<file path="config.mk">
export PLATFORM = sky130hd
export DESIGN_NAME = sdram_arbiter
export DESIGN_NICKNAME = d
export VERILOG_FILES = /design/src/rtl/sdram_pkg.sv /design/src/rtl/sdram_cmd_mux.sv /design/src/rtl/sdram_arbiter.sv
export SDC_FILE = /design/constraint.sdc
export NUM_CORES = 1
export LEC_CHECK = 0
export CAP_MARGIN = 30
export CORE_MARGIN = 3
export CORE_UTILIZATION = 24
export DETAILED_ROUTE_END_ITERATION = 16
export PLACE_DENSITY = 0.95
export REMOVE_ABC_BUFFERS = 1
export SLEW_MARGIN = 20
export SYNTH_ARGS = -nofsm -noshare
export SYNTH_HDL_FRONTEND = slang
export SYNTH_SLANG_ARGS = --single-unit
</file>
<file path="constraint.sdc">
create_clock -name clk -period 1.45 [get_ports clk]
set_input_delay 0.2175 -clock clk [delete_from_list [all_inputs] [get_ports clk]]
set_output_delay 0.2175 -clock clk [all_outputs]
set_load 0.03 [all_outputs]
</file>
<file path="src/rtl/sdram_pkg.sv">
// -----------------------------------------------------------------------------
// sdram_pkg
//   Shared definitions for the SDRAM controller:
//     - default bus widths
//     - SDRAM command encodings {cs_n, ras_n, cas_n, we_n}
//     - arbiter state encoding
//     - fixed-priority grant helper used by the arbiter
//   No ports (package).
// -----------------------------------------------------------------------------
package sdram_pkg;

    localparam int ADDR_W_DEF = 13;
    localparam int BA_W_DEF   = 2;
    localparam int DQ_W_DEF   = 16;

    // Command pin encodings {cs_n, ras_n, cas_n, we_n}
    localparam logic [3:0] CMD_NOP  = 4'b0111;
    localparam logic [3:0] CMD_PRE  = 4'b0010;
    localparam logic [3:0] CMD_AREF = 4'b0001;
    localparam logic [3:0] CMD_MRS  = 4'b0000;
    localparam logic [3:0] CMD_ACT  = 4'b0011;
    localparam logic [3:0] CMD_WR   = 4'b0100;
    localparam logic [3:0] CMD_RD   = 4'b0101;

    // Arbiter state encoding
    localparam logic [2:0] ST_INIT  = 3'd0;
    localparam logic [2:0] ST_ARBIT = 3'd1;
    localparam logic [2:0] ST_AREF  = 3'd2;
    localparam logic [2:0] ST_WRITE = 3'd3;
    localparam logic [2:0] ST_READ  = 3'd4;

    // Fixed priority: refresh > write > read. Returns ST_ARBIT when idle.
    function automatic logic [2:0] grant_state(input logic aref_req,
                                               input logic wr_req,
                                               input logic rd_req);
        if (aref_req)    return ST_AREF;
        else if (wr_req) return ST_WRITE;
        else if (rd_req) return ST_READ;
        else             return ST_ARBIT;
    endfunction

endpackage

</file>
<file path="src/rtl/sdram_cmd_mux.sv">
// -----------------------------------------------------------------------------
// sdram_cmd_mux
//   Purely combinational selection of the SDRAM command, bank and address
//   according to the arbiter state. ARBIT (and any unused encoding) drives
//   NOP with bank/address all ones.
//
//   Ports:
//     state                        in   current arbiter state
//     init_/aref_/wr_/rd_cmd       in   engine commands (4 bits each)
//     init_/aref_/wr_/rd_ba        in   engine bank addresses (BA_W)
//     init_/aref_/wr_/rd_addr      in   engine addresses (ADDR_W)
//     cmd                          out  selected {cs_n,ras_n,cas_n,we_n}
//     ba                           out  selected bank address
//     addr                         out  selected address
// -----------------------------------------------------------------------------
module sdram_cmd_mux
    import sdram_pkg::*;
#(
    parameter int ADDR_W = ADDR_W_DEF,
    parameter int BA_W   = BA_W_DEF
) (
    input  logic [2:0]        state,
    input  logic [3:0]        init_cmd,
    input  logic [BA_W-1:0]   init_ba,
    input  logic [ADDR_W-1:0] init_addr,
    input  logic [3:0]        aref_cmd,
    input  logic [BA_W-1:0]   aref_ba,
    input  logic [ADDR_W-1:0] aref_addr,
    input  logic [3:0]        wr_cmd,
    input  logic [BA_W-1:0]   wr_ba,
    input  logic [ADDR_W-1:0] wr_addr,
    input  logic [3:0]        rd_cmd,
    input  logic [BA_W-1:0]   rd_ba,
    input  logic [ADDR_W-1:0] rd_addr,
    output logic [3:0]        cmd,
    output logic [BA_W-1:0]   ba,
    output logic [ADDR_W-1:0] addr
);

    always_comb begin
        // NOTE: every output gets a default before the case so no path
        // leaves it unassigned, which would infer a latch.
        cmd  = CMD_NOP;
        ba   = '1;
        addr = '1;
        case (state)
            ST_INIT: begin
                cmd  = init_cmd;
                ba   = init_ba;
                addr = init_addr;
            end
            ST_AREF: begin
                cmd  = aref_cmd;
                ba   = aref_ba;
                addr = aref_addr;
            end
            ST_WRITE: begin
                cmd  = wr_cmd;
                ba   = wr_ba;
                addr = wr_addr;
            end
            ST_READ: begin
                cmd  = rd_cmd;
                ba   = rd_ba;
                addr = rd_addr;
            end
            default: ;
        endcase
    end

endmodule

</file>
<file path="src/rtl/sdram_arbiter.sv">
// -----------------------------------------------------------------------------
// sdram_arbiter
//   Grants the SDRAM command bus to one of init, auto-refresh, write or read.
//   Runs a req/en/end handshake with the refresh, write and read engines and
//   multiplexes the granted engine's command, bank and address onto the pins.
//   No preemption: write/read engines watch aref_req and close their burst.
//
//   Configuration macro: SDRAM_ARBITER_READ_EN
//     defined   - READ state and read handshake are built
//     undefined - rd_en tied 0, rd_* inputs ignored (ports kept)
//
//   Ports:
//     clk, rst                     in   clock, synchronous active-high reset
//     init_cmd/ba/addr, init_end   in   init engine command and done level
//     aref_req/end/cmd/ba/addr     in   refresh engine handshake and command
//     aref_en                      out  refresh grant
//     wr_req/end/cmd/ba/addr       in   write engine handshake and command
//     wr_en                        out  write grant
//     wr_sdram_en, wr_sdram_data   in   write data drive request and data
//     rd_req/end/cmd/ba/addr       in   read engine handshake and command
//     rd_en                        out  read grant
//     sdram_cke                    out  clock enable (constant 1)
//     sdram_cs_n/ras_n/cas_n/we_n  out  command pins
//     sdram_ba, sdram_addr         out  bank and address pins
//     sdram_dq_out, sdram_dq_oe    out  write data and output enable
// -----------------------------------------------------------------------------
module sdram_arbiter
    import sdram_pkg::*;
#(
    parameter int ADDR_W = ADDR_W_DEF,
    parameter int BA_W   = BA_W_DEF,
    parameter int DQ_W   = DQ_W_DEF
) (
    input  logic              clk,
    input  logic              rst,
    input  logic [3:0]        init_cmd,
    input  logic [BA_W-1:0]   init_ba,
    input  logic [ADDR_W-1:0] init_addr,
    input  logic              init_end,
    input  logic              aref_req,
    input  logic              aref_end,
    input  logic [3:0]        aref_cmd,
    input  logic [BA_W-1:0]   aref_ba,
    input  logic [ADDR_W-1:0] aref_addr,
    output logic              aref_en,
    input  logic              wr_req,
    input  logic              wr_end,
    output logic              wr_en,
    input  logic [3:0]        wr_cmd,
    input  logic [BA_W-1:0]   wr_ba,
    input  logic [ADDR_W-1:0] wr_addr,
    input  logic              wr_sdram_en,
    input  logic [DQ_W-1:0]   wr_sdram_data,
    input  logic              rd_req,
    input  logic              rd_end,
    output logic              rd_en,
    input  logic [3:0]        rd_cmd,
    input  logic [BA_W-1:0]   rd_ba,
    input  logic [ADDR_W-1:0] rd_addr,
    output logic              sdram_cke,
    output logic              sdram_cs_n,
    output logic              sdram_ras_n,
    output logic              sdram_cas_n,
    output logic              sdram_we_n,
    output logic [BA_W-1:0]   sdram_ba,
    output logic [ADDR_W-1:0] sdram_addr,
    output logic [DQ_W-1:0]   sdram_dq_out,
    output logic              sdram_dq_oe
);

    logic [2:0] state;
    logic [2:0] next_state;
    logic [3:0] cmd;
    logic       rd_req_eff;
    logic       rd_end_eff;

`ifdef SDRAM_ARBITER_READ_EN
    assign rd_req_eff = rd_req;
    assign rd_end_eff = rd_end;
`else
    // Read path not built: requests can never reach READ.
    assign rd_req_eff = 1'b0;
    assign rd_end_eff = 1'b0;
    logic unused_rd;
    assign unused_rd = rd_req ^ rd_end;
`endif

    // Requests are looked at only in ARBIT; *_end only from the granted
    // source, so stray ends and late init_end changes have no effect.
    always_comb begin
        next_state = state;
        case (state)
            ST_INIT:  if (init_end)   next_state = ST_ARBIT;
            ST_ARBIT: next_state = grant_state(aref_req, wr_req, rd_req_eff);
            ST_AREF:  if (aref_end)   next_state = ST_ARBIT;
            ST_WRITE: if (wr_end)     next_state = ST_ARBIT;
            ST_READ:  if (rd_end_eff) next_state = ST_ARBIT;
            default:  next_state = ST_INIT;
        endcase
    end

    // Grants are decoded from next_state so each one is a flop that is high
    // exactly while its state is held.
    always_ff @(posedge clk) begin
        // NOTE: synchronous reset inside the clocked block, and non-blocking
        // assignments so every flop samples pre-edge values.
        if (rst) begin
            state   <= ST_INIT;
            aref_en <= 1'b0;
            wr_en   <= 1'b0;
        end else begin
            state   <= next_state;
            aref_en <= (next_state == ST_AREF);
            wr_en   <= (next_state == ST_WRITE);
        end
    end

`ifdef SDRAM_ARBITER_READ_EN
    always_ff @(posedge clk) begin
        if (rst) rd_en <= 1'b0;
        else     rd_en <= (next_state == ST_READ);
    end
`else
    assign rd_en = 1'b0;
`endif

    sdram_cmd_mux #(
        .ADDR_W (ADDR_W),
        .BA_W   (BA_W)
    ) u_cmd_mux (
        .state     (state),
        .init_cmd  (init_cmd),
        .init_ba   (init_ba),
        .init_addr (init_addr),
        .aref_cmd  (aref_cmd),
        .aref_ba   (aref_ba),
        .aref_addr (aref_addr),
        .wr_cmd    (wr_cmd),
        .wr_ba     (wr_ba),
        .wr_addr   (wr_addr),
        .rd_cmd    (rd_cmd),
        .rd_ba     (rd_ba),
        .rd_addr   (rd_addr),
        .cmd       (cmd),
        .ba        (sdram_ba),
        .addr      (sdram_addr)
    );

    assign {sdram_cs_n, sdram_ras_n, sdram_cas_n, sdram_we_n} = cmd;
    assign sdram_cke    = 1'b1;
    assign sdram_dq_oe  = (state == ST_WRITE) && wr_sdram_en;
    assign sdram_dq_out = sdram_dq_oe ? wr_sdram_data : '0;

endmodule

</file>
==> impl_metrics.env, run 1 <==
export IMPL_die_area_um2=4820
export IMPL_cts_path_max_buffers=2
export IMPL_switching_share_pct=36.0
export IMPL_syn_area_um2=965
export IMPL_seq_area_frac_synth_pct=10.4
export IMPL_numClockSinks=5
export IMPL_final_common_cell="clkdlybuf4s50_1"
export IMPL_netlist_instances=117
export IMPL_power_frac_comb_pct=71.1
export IMPL_power_share_clock_pct=18.2
export IMPL_cp_slowest_cell="dfxtp_4"
export IMPL_layout_drive_gt1_share_pct=49.2
export IMPL_viasPerCell=5.05
export IMPL_grt_pass1_vias=1687
export IMPL_rows=22
export IMPL_maxSlewViolCount=0
export IMPL_grt_max_degree=13
export IMPL_ys_seq_elements=5
export IMPL_ant_nets=0
export IMPL_wirelength_um=5610
export IMPL_grt_usage_pct=20.2
export IMPL_power_mw=1.43
export IMPL_rsz0062_at_grt="true"
export IMPL_use_met1_pct=21.2
export IMPL_placed_area_um2=2360
export IMPL_failed_checks="setup timing"
export IMPL_antennaDiodeCount=0
export IMPL_min_period_ns=1.75
export IMPL_dp_slack_ns=-0.554
export IMPL_reg2reg_from="state[1]"
export IMPL_port_buffers=137
export IMPL_clk_pin_slew_ns=0.04
export IMPL_tns_ns=-9.28
export IMPL_die_h_um=69.4
export IMPL_min_period_over_period_pct=120
export IMPL_worst_path_max_fanout=6
export IMPL_met3_usage_pct=3.04
export IMPL_critPathArrivalTime_ns=1.53
export IMPL_ir_worst_vdd_mv=0.296
export IMPL_worstPathRequired_ns=1.23
export IMPL_final_area_um2=2940
export IMPL_crit_top_cell="buf_6"
export IMPL_antenna_found_initial=0
export IMPL_drt_iter0_drc=35
export IMPL_busiest_layer="met2"
export IMPL_drc=0
export IMPL_min_delay_start="state[0]"
export IMPL_cap_violations=0
export IMPL_area_delta_synth_final_pct=205
export IMPL_cts_tree="yes"
export IMPL_grt_overflow_total=0
export IMPL_finalSetupViolCount=36
export IMPL_hold_viol=0
export IMPL_synthDistinctLibCells=28
export IMPL_cts_root_buf="clkbuf_8"
export IMPL_crit_chain="buf_6, nor2b_4, buf_6, nand2_8, clkbuf_16, a2bb2oi_2, buf_6"
export IMPL_core_um2=3770
export IMPL_p_leak_nw=1.17
export IMPL_hold_path_class="reg -> reg"
export IMPL_max_freq_mhz=573
export IMPL_p_sw_mw=0.515
export IMPL_gp_congestion=0.847
export IMPL_final_setup_skew_ns=0.00130
export IMPL_numCtsBuffers=3
export IMPL_p_seq_share_pct=10.8
export IMPL_setup_worst_path_end_class="output pin"
export IMPL_max_stage_delay_ns=0.39
export IMPL_worstSetupStartpoint="state[2]"
export IMPL_cellPowerDensity_nw_per_um2=487
export IMPL_dr_total_vias=1586
export IMPL_avgSynthCellArea_um2=8.25
export IMPL_yosys_warnings=0
export IMPL_cts_htree_levels=1
export IMPL_routedWlPerCell_um=17.9
export IMPL_worst_slack_ns=-0.296
export IMPL_power_internal_mw=0.916
export IMPL_worstSetupPathType="reg -> out"
export IMPL_grtUsageMet2_pct=41.3
export IMPL_initial_core_util_pct=25.6
export IMPL_dp_hpwl_um=3820
export IMPL_cp_start_kind="flop"
export IMPL_io_pins=142
export IMPL_status="complete, but fails checks"
export IMPL_most_common_layout_cells="100 x clkdlybuf4s50_1, 31 x buf_6, 18 x buf_4"
export IMPL_holdBufCountCts=0
export IMPL_insertion_delay_ns=0.22
export IMPL_die_w_um=69.4
export IMPL_layout_nets=369
export IMPL_fin_hold_ws_ns=0.644
export IMPL_dr_pass1_iters=4
export IMPL_grt_pass1_wl_um=8050
==> through the flow <==
step / std cells / utilization (%)
after CTS: 312 / 72.2
after floorplan: 102 / -
after global routing: 314 / 77.9
final: 314 / 77.9
after global placement: 303 / 62.7
after detailed placement: 303 / 62.7
==> Yosys cell counts <==
library cell	count	area, um2
a22o_1	1	8.76
and2_0	1	6.26
nor4_1	1	6.26
buf_4	6	45.0
a2111oi_4	1	27.5
nor4b_1	1	8.76
a21oi_1	2	10.0
conb_1	2	7.51
and3_1	1	6.26
nand2b_1	2	12.5
and2_1	16	100
or3_1	1	6.26
mux2_2	17	191
inv_1	3	11.3
a2111oi_0	1	8.76
nor3_1	2	10.0
buf_6	2	22.5
and3b_1	1	8.76
o22ai_1	18	113
dfxtp_1	5	100
nand2_1	2	7.51
nor2b_4	1	13.8
a41oi_1	1	8.76
buf_2	7	35.0
nor2b_1	1	6.26
a2bb2oi_1	17	149
nor2_1	1	3.75
mux2i_1	3	30.0
==> power groups by stage <==
stage / clock, mW / combinational [mW] / sequential [mW]
floorplan: 0 / 0.336 / 0.172
global placement: 0 / 0.817 / 0.156
detailed placement: 0 / 0.828 / 0.156
CTS: 0.262 / 0.930 / 0.152
global route: 0.274 / 1.07 / 0.155
finish: 0.260 / 1.02 / 0.154
==> layout make-up <==
class                   instances  area, um2
multi-input cells              96       1050
fillers                       240        832
clock buffers                   4       45.0
flip-flops and latches          5        109
repair buffers                158       1660
inverters                       3       11.3
well taps                      48       60.1
==> worst max-delay path: cells and delay by family (launching register included) <==
kind / cells / cell delay, ns
AOI/OAI and AO/OA: 1 / 0.13
and+or+nand+nor: 2 / 0.21
DFF: 1 / 0.39
buffers and inverters: 4 / 0.58
==> cells by family after synthesis <==
family / after synthesis / share of synthesized area, %
AOI/OAI and AO/OA: 41 / 33.7
DFF: 5 / 10.4
muxes: 20 / 23.0
buffers and inverters: 18 / 11.8
other: 2 / 0.779
and+or+nand+nor: 31 / 20.4
==> what timing repair did <==
item / 4_1_cts / 5_1_grt
endpoints found under the setup margin: 39 / 38
setup buffers: 3 / 0
gates resized for setup: 66 / 34
cloned: 3 / 2
pin swaps: 6 / 9
==> sequential cells by signal (all words and copies together), names as in the netlist <==
register  count
state         3
wr_en         1
aref_en       1
==> metal layers <==
layer	share of wire [%]	wire length, um
met1	36	2010
met4	0.66	37
met2	56	3130
met3	7.8	439
met5	0	0
==> final timing paths <==
check / cells after the start / slack (ns) / to
worst min register to register: 2 / 0.64 / state[2]
worst max register to register: 4 / 0.06 / wr_en
worst min-delay path: 2 / 0.64 / state[2]
worst max-delay path: 7 / -0.30 / sdram_addr[6]
No activity file was read; power rests on OpenSTA's default activity.
==> run 2, diff against run 1 <==
--- a/config.mk
+++ b/config.mk
@@ -8,6 +8,7 @@
 export CAP_MARGIN = 30
 export CORE_MARGIN = 3
 export CORE_UTILIZATION = 24
+export CTS_CLUSTER_DIAMETER = 150
 export DETAILED_ROUTE_END_ITERATION = 16
 export PLACE_DENSITY = 0.95
 export REMOVE_ABC_BUFFERS = 1
==> results of run 2 <==
Same layout as run 1: the final DEF is identical, and so are final timing and power.
==> run 3, diff against run 2 <==
--- a/config.mk
+++ b/config.mk
@@ -5,13 +5,14 @@
 export SDC_FILE = /design/constraint.sdc
 export NUM_CORES = 1
 export LEC_CHECK = 0
-export CAP_MARGIN = 30
+export CAP_MARGIN = 20
 export CORE_MARGIN = 3
-export CORE_UTILIZATION = 24
+export CORE_UTILIZATION = 21
 export CTS_CLUSTER_DIAMETER = 150
 export DETAILED_ROUTE_END_ITERATION = 16
-export PLACE_DENSITY = 0.95
+export PLACE_DENSITY = 0.89
 export REMOVE_ABC_BUFFERS = 1
+export SKIP_CTS_REPAIR_TIMING = 1
 export SLEW_MARGIN = 20
 export SYNTH_ARGS = -nofsm -noshare
 export SYNTH_HDL_FRONTEND = slang
==> constraint.sdc (replaced) <==
create_clock -name clk -period 1.5 [get_ports clk]
set_input_delay 0.225 -clock clk [delete_from_list [all_inputs] [get_ports clk]]
set_output_delay 0.225 -clock clk [all_outputs]
set_load 0.03 [all_outputs]
==> run 3 against run 2 <==
Compared with the run above:
- non-clock buffer count shrank 1
- die area grew 13%
- routed wire length shrank 4.7%
- power shrank 6.0%
- final cell count grew 0.96%
- the flow still finishes with violations (setup timing)
- clock power shrank 3%
- critical endpoint unchanged
- largest cell class unchanged
- cell area shrank 2.6%
- clock skew shrank 0.0011 ns
- via count grew 0.32%
- setup slack gained 0.081 ns
- register-to-register slack is essentially flat
- clock-buffer cell count is the same
==> impl_metrics.env, run 3 (same netlist as run 1, synthesis figures left out) <==
export IMPL_status="complete, but fails checks"
export IMPL_failed_checks="setup timing"
export IMPL_cts_tree="yes"
export IMPL_grt_pass1_vias=1440
export IMPL_tns_ns=-5.37
export IMPL_largest_reg_flops=3
export IMPL_clk_pin_slew_ns=0.04
export IMPL_final_setup_skew_ns=0.000227
export IMPL_worstSetupStartpoint="state[2]"
export IMPL_reg2reg_from="state[1]"
export IMPL_grt_pass1_wl_um=6390
export IMPL_cp_start_kind="flop"
export IMPL_layout_nets=368
export IMPL_cp_top_family="buffers and inverters"
export IMPL_ant_nets=0
export IMPL_final_area_um2=2860
export IMPL_worst_path_max_fanout=8
export IMPL_grt_max_degree=18
export IMPL_post_route_util_pct=65.3
export IMPL_cellPowerDensity_nw_per_um2=470
export IMPL_reg2regPathDepth=4
export IMPL_min_period_over_period_pct=114
export IMPL_dr_pass1_iters=4
export IMPL_reg2reg_slack_ns=0.05
export IMPL_routedWlPerCell_um=16.9
export IMPL_ir_worst_vdd_mv=0.292
export IMPL_numClockSinks=5
export IMPL_largest_register="state"
export IMPL_worstSetupPathType="reg -> out"
export IMPL_cts_path_max_buffers=2
export IMPL_worstPathRequired_ns=1.27
export IMPL_cp_slowest_cell="dfxtp_4"
export IMPL_dp_cells=305
export IMPL_rsz0062_at_grt="true"
export IMPL_die_area_um2=5440
export IMPL_cap_violations=0
export IMPL_insertion_delay_ns=0.22
export IMPL_power_mw=1.35
export IMPL_dp_hpwl_um=3780
export IMPL_drc=0
export IMPL_setup_worst_path_end_class="output pin"
export IMPL_dp_slack_ns=-0.506
export IMPL_antenna_found_initial=0
export IMPL_die_h_um=73.8
export IMPL_rows=24
export IMPL_area_delta_synth_final_pct=197
export IMPL_initial_core_util_pct=22.0
export IMPL_core_um2=4380
export IMPL_cp_depth=6
export IMPL_max_freq_mhz=583
export IMPL_stdcell_count=317
export IMPL_min_delay_start="state[0]"
export IMPL_reg2reg_to="aref_en"
export IMPL_worst_slack_ns=-0.215
export IMPL_layout_drive_gt1_share_pct=46.8
export IMPL_crit_chain="buf_12, nand2b_4, clkbuf_16, o22ai_2, a2bb2oi_1, buf_4"
export IMPL_grt_usage_pct=14.8
export IMPL_io_pins=142
export IMPL_final_common_cell="clkdlybuf4s50_1"
export IMPL_max_stage_delay_ns=0.37
export IMPL_cts_htree_levels=1
export IMPL_fill_cells=340
export IMPL_min_period_ns=1.71
export IMPL_most_common_layout_cells="101 x clkdlybuf4s50_1, 24 x buf_4, 24 x buf_6"
export IMPL_critPathArrivalTime_ns=1.49
export IMPL_maxSlewViolCount=0
export IMPL_die_w_um=73.8
export IMPL_port_buffers=137
export IMPL_wirelength_um=5350
export IMPL_gp_congestion=0.699
export IMPL_hold_path_class="reg -> reg"
export IMPL_numCtsBuffers=3
export IMPL_path_buf_inv=3
export IMPL_min_to="state[2]"
export IMPL_hold_viol=0
export IMPL_fin_hold_ws_ns=0.551
export IMPL_dr_total_vias=1591
export IMPL_min_path_cells=2
export IMPL_drt_iter0_drc=25
export IMPL_cts_root_buf="clkbuf_8"
export IMPL_top_regs="state: 3 flops, aref_en: 1 flops, wr_en: 1 flops"
export IMPL_placed_area_um2=2350
export IMPL_finalSetupViolCount=36
export IMPL_antennaDiodeCount=0
export IMPL_grt_overflow_total=0
export IMPL_p_leak_nw=1.16
export IMPL_viasPerCell=5.02
-- run 3: worst min-delay path: stages (launching register included) --
cell and delay [ns]:
dfxtp_4 0.34, buf_6 0.12, nor3_1 0.05
-- run 3: layout make-up --
class	count	area [um2]	share of cell area [%]
repair buffers	157	1620	56.6
multi-input cells	96	1000	35.1
flip-flops and latches	5	111	3.89
well taps	52	65.1	2.27
clock buffers	4	45.0	1.57
inverters	3	15.0	0.524
-- run 3: how the worst max path moves through the flow --
stage / to / slack [ns]
6_report: sdram_addr[6] / -0.21
5_1_grt: sdram_cs_n / -0.28
4_1_cts: sdram_ba[0] / -0.51
3_5_place_dp: sdram_ba[0] / -0.51
3_3_place_gp: sdram_ba[0] / -0.51
2_1_floorplan: sdram_addr[0] / -0.69
-- run 3: report_power, final --
group | total, mW | internal, mW | switching (mW)
Combinational | 0.945 | 0.543 | 0.403
Clock | 0.253 | 0.183 | 0.0704
Sequential | 0.147 | 0.140 | 0.00676
Total | 1.35 | 0.865 | 0.480
-- run 3: layer usage --
| metal | vias to the layer above | GRT usage, % | part of all wire (%) |
|---|---|---|---|
| met2 | 102 | 27.6 | 52 |
| met3 | 7 | 5.61 | 12 |
| met4 | 0 | 5.63 | 1.3 |
| met5 | - | 0 | 0 |
| li1 | 746 | - | - |
| met1 | 736 | 14.7 | 35 |
